<file path="config.mk">
export PLATFORM = sky130hd
export DESIGN_NAME = rf_wport_arbiter
export DESIGN_NICKNAME = d
export VERILOG_FILES = /design/src/rtl/rf_wport_arbiter.sv
export SDC_FILE = /design/constraint.sdc
export NUM_CORES = 1
export LEC_CHECK = 0
export ABC_CLOCK_PERIOD_IN_PS = 4550
export BUFFER_PORTS_ARGS = -buffer_cell sky130_fd_sc_hd__buf_2
export CAP_MARGIN = 15
export CELL_PAD_IN_SITES_DETAIL_PLACEMENT = 2
export CELL_PAD_IN_SITES_GLOBAL_PLACEMENT = 2
export CORE_UTILIZATION = 30
export CTS_CLUSTER_SIZE = 24
export DETAILED_ROUTE_END_ITERATION = 7
export PLACE_DENSITY_LB_ADDON = 0.2
export SKIP_LAST_GASP = 1
export SLEW_MARGIN = 10
export SYNTH_ARGS = -nofsm -noshare
export SYNTH_HDL_FRONTEND = slang
export SYNTH_SLANG_ARGS = --single-unit
</file>
<file path="constraint.sdc">
create_clock -name clk -period 4.55 [get_ports clk]
set_input_delay 0 -clock clk [delete_from_list [all_inputs] [get_ports clk]]
set_output_delay 0 -clock clk [all_outputs]
set_load 0.03 [all_outputs]
</file>
<file path="src/rtl/rf_wport_arbiter.sv">
// Register-file write-port arbiter: WB writebacks vs queued long-latency results.
// Ports: clk/resetn; ws_* WB request + ws_hold; lu_* LU offer/ready; rf_* write port; bypass bus; debug trace.
module rf_wport_arbiter #(
  parameter int DEPTH    = 2,
  parameter int MAX_WAIT = 8
) (
  input  logic        clk,
  input  logic        resetn,
  input  logic        ws_wr_valid,
  input  logic [4:0]  ws_wr_dest,
  input  logic [31:0] ws_wr_data,
  input  logic [31:0] ws_wr_pc,
  output logic        ws_hold,
  input  logic        lu_valid,
  output logic        lu_ready,
  input  logic [4:0]  lu_dest,
  input  logic [31:0] lu_data,
  input  logic [31:0] lu_pc,
  output logic        rf_we,
  output logic [4:0]  rf_waddr,
  output logic [31:0] rf_wdata,
  output logic [37:0] rf_to_ds_bus,
  output logic [31:0] debug_wb_pc,
  output logic [3:0]  debug_wb_rf_we,
  output logic [4:0]  debug_wb_rf_wnum,
  output logic [31:0] debug_wb_rf_wdata
);

  localparam int AW = $clog2(DEPTH);
  localparam int WW = $clog2(MAX_WAIT + 1);
  localparam logic [AW:0]   FULL_CNT  = (AW+1)'(DEPTH);
  localparam logic [WW-1:0] WAIT_MAX  = WW'(MAX_WAIT);
  localparam logic [WW-1:0] WAIT_TRIG = WW'(MAX_WAIT - 1);

  typedef enum logic {IDLE, FORCE} state_t;

  typedef struct packed {
    logic [4:0]  dest;
    logic [31:0] data;
    logic [31:0] pc;
  } lu_ent_t;

  lu_ent_t       r_mem [DEPTH];
  logic [AW-1:0] r_wptr;
  logic [AW-1:0] r_rptr;
  logic [AW:0]   r_cnt;
  logic [WW-1:0] r_wait;
  state_t        r_state;
  state_t        w_state_nxt;

  logic    w_empty;
  logic    w_full;
  logic    w_push;
  logic    w_pop;
  logic    w_wb_gnt;
  logic    w_blocked;
  lu_ent_t w_head;

  assign w_empty  = (r_cnt == '0);
  assign w_full   = (r_cnt == FULL_CNT);
  assign lu_ready = !w_full;
  assign w_push   = lu_valid && !w_full;
  assign w_head   = r_mem[r_rptr];

  // Grants are masked while reset is asserted so the port stays quiet
  // even if WB presents a request during reset.
  assign w_wb_gnt  = resetn && (r_state == IDLE) && ws_wr_valid;
  assign w_pop     = resetn && !w_wb_gnt && !w_empty;
  assign w_blocked = !w_empty && !w_pop;

  always_ff @(posedge clk or negedge resetn) begin
    if (!resetn) begin
      r_wptr <= '0;
      r_rptr <= '0;
      r_cnt  <= '0;
    end else begin
      if (w_push) r_wptr <= r_wptr + AW'(1);
      if (w_pop)  r_rptr <= r_rptr + AW'(1);
      unique case ({w_push, w_pop})
        2'b10:   r_cnt <= r_cnt + (AW+1)'(1);
        2'b01:   r_cnt <= r_cnt - (AW+1)'(1);
        default: r_cnt <= r_cnt;
      endcase
    end
  end

  always_ff @(posedge clk) begin
    if (w_push) begin
      r_mem[r_wptr] <= '{dest: lu_dest, data: lu_data, pc: lu_pc};
    end
  end

  always_ff @(posedge clk or negedge resetn) begin
    if (!resetn) begin
      r_wait <= '0;
    end else if (w_empty || w_pop) begin
      r_wait <= '0;
    end else if (r_wait != WAIT_MAX) begin
      r_wait <= r_wait + WW'(1);
    end
  end

  always_ff @(posedge clk or negedge resetn) begin
    if (!resetn) r_state <= IDLE;
    else         r_state <= w_state_nxt;
  end

  always_comb begin
    w_state_nxt = r_state;
    unique case (r_state)
      IDLE: begin
        if (w_blocked && (r_wait == WAIT_TRIG)) w_state_nxt = FORCE;
      end
      FORCE: w_state_nxt = IDLE;
      default: w_state_nxt = IDLE;
    endcase
  end

  assign ws_hold = (r_state == FORCE);

  // A dest-0 head is still consumed but never reaches the RF or trace.
  always_comb begin
    rf_we    = 1'b0;
    rf_waddr = '0;
    rf_wdata = '0;
    debug_wb_pc = '0;
    unique case (1'b1)
      w_wb_gnt: begin
        rf_we       = 1'b1;
        rf_waddr    = ws_wr_dest;
        rf_wdata    = ws_wr_data;
        debug_wb_pc = ws_wr_pc;
      end
      w_pop: begin
        rf_we       = (w_head.dest != 5'd0);
        rf_waddr    = w_head.dest;
        rf_wdata    = w_head.data;
        debug_wb_pc = rf_we ? w_head.pc : 32'd0;
      end
      default: begin
        rf_we = 1'b0;
      end
    endcase
  end

  assign rf_to_ds_bus      = {rf_we, rf_waddr, rf_wdata};
  assign debug_wb_rf_we    = {4{rf_we}};
  assign debug_wb_rf_wnum  = rf_we ? rf_waddr : 5'd0;
  assign debug_wb_rf_wdata = rf_we ? rf_wdata : 32'd0;

endmodule

</file>
==> metrics list <==
- Min Tclk post-route: 2990 ps
- Of the cells placed in the final design, the portion with a size suffix greater than 1 is 0.424.
* Overall routing resource usage: 0.173
- Total count of hold-check failures in the final report: 0
* Type of the worst setup path: reg -> out
* Post-synthesis average cell area: 13.5 um^2
- For this run, design rule violations remaining after detail routing come to 0.
- The path class of the tightest hold or removal check is in -> async.
- The die covers 23500 um^2.
- Pins over their slew limit: 0
- The tightest hold path in the finished design has a slack of 13.1 ps.
* First-pass DRT Iterations: 4
* Die extent in x: 153 um
- The netlist uses 31 different library cells.
* Ant diodes: 0
- Setup violations remaining at the end of the flow were counted as 0.
* Share of flip-flops with an asynchronous set or reset after synthesis: 0.0612
- The number of global-route vias before repair came to 6025.
* Sink Count: 147
- The initial antenna violation count came to 0.
* Chip Height: 153 um
- Post-layout net count: 964
- The wire-length estimate of the detail-placed layout is 13800 um.
- R2R setup slack: 2490 ps
* Port bufs: 292
- Area growth syn-to-layout: 39.7%
- The clock passes through at most 2 buffers.
- Summed over all cells, the static leakage comes to 4.17 nW.
- Leaving out fill and tap cells, the most frequent cell in the layout is buf_2.
* Netlist area before placement: 6880 um^2
- Clock buffers created by TritonCTS: 17
- Boundary pin count: 293
* Run status: finished, final reports clean
* Final wirelength: 20300 um
* Core Box Area: 22600 um^2
* Wire length of the first global-routing pass: 31600 um
- STA classifies the critical path startpoint as a register.
* Average via count per standard cell: 4.80
- For the worst setup path, the data required time is 4550 ps.
- STA classifies the critical path endpoint as a primary output.
- Overall overflow remaining after global route: 0
- The clock arrives with 8.56 ps of skew.
- Source of the worst register-to-register timing path: r_cnt[0]
* TNS Setup: 0 ps
* Slew at the pin with the worst max-slew slack: 1040 ps
- In this run, placement finished with an instance count of 1014.
* Starting utilization of the core area: 0.305
- For this block, the initial DRC count from the detailed router was 153.
* Worst setup path startpoint: r_rptr
- Detailed-route wire length per cell: 18.2 um
- In the finished design, the share of the clock period the worst path needs comes to 0.657.
- For this run, the register share of the synthesized area comes to 0.635.
- TritonCTS clock tree: done
* PwrDens: 564 nW/um^2
- The worst pin sits at a relative slew slack of 0.309.
* Post-synth EDFFs: 138
* Path depth of the worst reg2reg path: 6
- In this run the remaining antenna-violating nets after routing total 0.
* Buffer type at the clock tree root: clkbuf_16
* Maximum clock frequency: 335 MHz
* Setup bufs post-CTS: 0
* Reg-to-reg critical path endpoint: r_cnt[1]
- Cell Count, Final, Fillers Out: 1116
- Entering global routing, the biggest net connects 70 pins.
- Largest voltage drop on the vdd net: 263 uV
- The H-tree was split into 4 levels.
- Commonest cells after routing, fill and taps aside: 292 x buf_2, 138 x edfxtp_1, 72 x nand2_1, 71 x dlygate4sd3_1, 70 x mux2i_1
- In this run the worst path has a maximum fanout of 65.
- For the worst setup path, the data arrival time is 2990 ps.
- The Yosys step of the flow raised 0 warnings.
- Routability-driven placement finished with a final weighted congestion of 0.759.
* CTS Hold Bufs: 71
- Counting every net in the synthesized netlist gives 653.
- Clock-pin slew was measured on the worst setup and hold paths at 60 ps.
- Unrepaired setup endpoints after global routing: false
- Number of synthesized register bits: 147
* Worst skew pair latency: 420 ps
- Detailed routing inserted a total of 5355 vias.
* Max Cap Viol: 0
- For this run, the leading register cell type out of synthesis is edfxtp_1.
* Cell count after synthesis: 508
- Cell row count: 55
- # resized after CTS: 0
layer usage:
layer | track usage | vias to the layer above | part of all wire
met5 | 0 | - | 0
met4 | 0.0624 | 0 | 0.020
met3 | 0.0408 | 31 | 0.048
met2 | 0.331 | 178 | 0.54
met1 | 0.184 | 2652 | 0.39
li1 | - | 2494 | -
flip-flops by register name, indices dropped and copies added, names as in the netlist:
signal and flops:
ws_hold 1, r_wait 4, r_mem 138, r_rptr 1
r_cnt 2, r_wptr 1
synthesized netlist by cell type (2+ instances only):
cell type,count,area (um^2)
ha_1,3,37.5
nor4_1,2,12.5
o21ai_0,35,175
nand2b_1,3,18.8
nor2_1,5,18.8
o21ai_1,7,35.0
edfxtp_1,138,4140
buf_4,47,353
inv_1,3,11.3
xor2_1,2,17.5
buf_2,12,60.1
mux2i_1,70,701
xnor2_1,5,43.8
clkbuf_1,14,52.6
nand3b_1,2,15.0
nand2_1,72,270
o31ai_2,18,225
o31ai_1,46,345
buf_6,3,33.8
nand3_1,2,10.0
dfrtp_1,9,225
how the worst max path moves through the flow:
stage	end
detailed placement	debug_wb_rf_we[2]
global route	debug_wb_rf_we[1]
finish	debug_wb_rf_we[2]
global placement	rf_we
CTS	debug_wb_rf_we[2]
floorplan	r_mem[0][0]
logic make-up (layout without fill, tap and decap cells):
family,count (synthesis),count (layout),share of synthesized area
buffers and inverters,79,402,0.0742
and+or+nand+nor,92,92,0.0564
muxes,70,70,0.102
AOI/OAI and AO/OA,110,110,0.118
adders and majority gates,3,3,0.00546
xor gates and xnor gates,7,7,0.00891
DFF,147,147,0.635
per-stage QoR:
step / cell area, um^2 / setup WS, ps / total power (W) / util
6_report: 9610 / 1560 / 0.00543 / 0.426
2_1_floorplan: 6880 / 254 / 0.00345 / -
3_3_place_gp: 8270 / 2050 / 0.00387 / 0.367
5_1_grt: 9610 / 1330 / 0.00568 / 0.426
3_5_place_dp: 8270 / 1970 / 0.00395 / 0.367
4_1_cts: 9610 / 1520 / 0.00550 / 0.426
final cells by class:
type	count	area, um^2
inverters	3	11.3
clock buffers	17	425
well taps	285	357
multi-input cells	282	2030
fillers	2351	13000
clock inverters	14	203
flip-flops and latches	147	4370
repair buffers	368	2210
critical path, cell delays in order (launching register included):
cell and delay (ps):
dfrtp_4 780, nor4b_1 370, o22a_4 840, o21bai_1 260, buf_2 260
where the power goes:
| part | internal (W) | switching [W] | total (W) |
|---|---|---|---|
| Clock | 0.000923 | 0.000560 | 0.00148 |
| Combinational | 0.000610 | 0.00130 | 0.00191 |
| Sequential | 0.00185 | 0.000176 | 0.00203 |
| Total | 0.00339 | 0.00204 | 0.00543 |
Note: power is estimated with default switching activity, not from simulation.
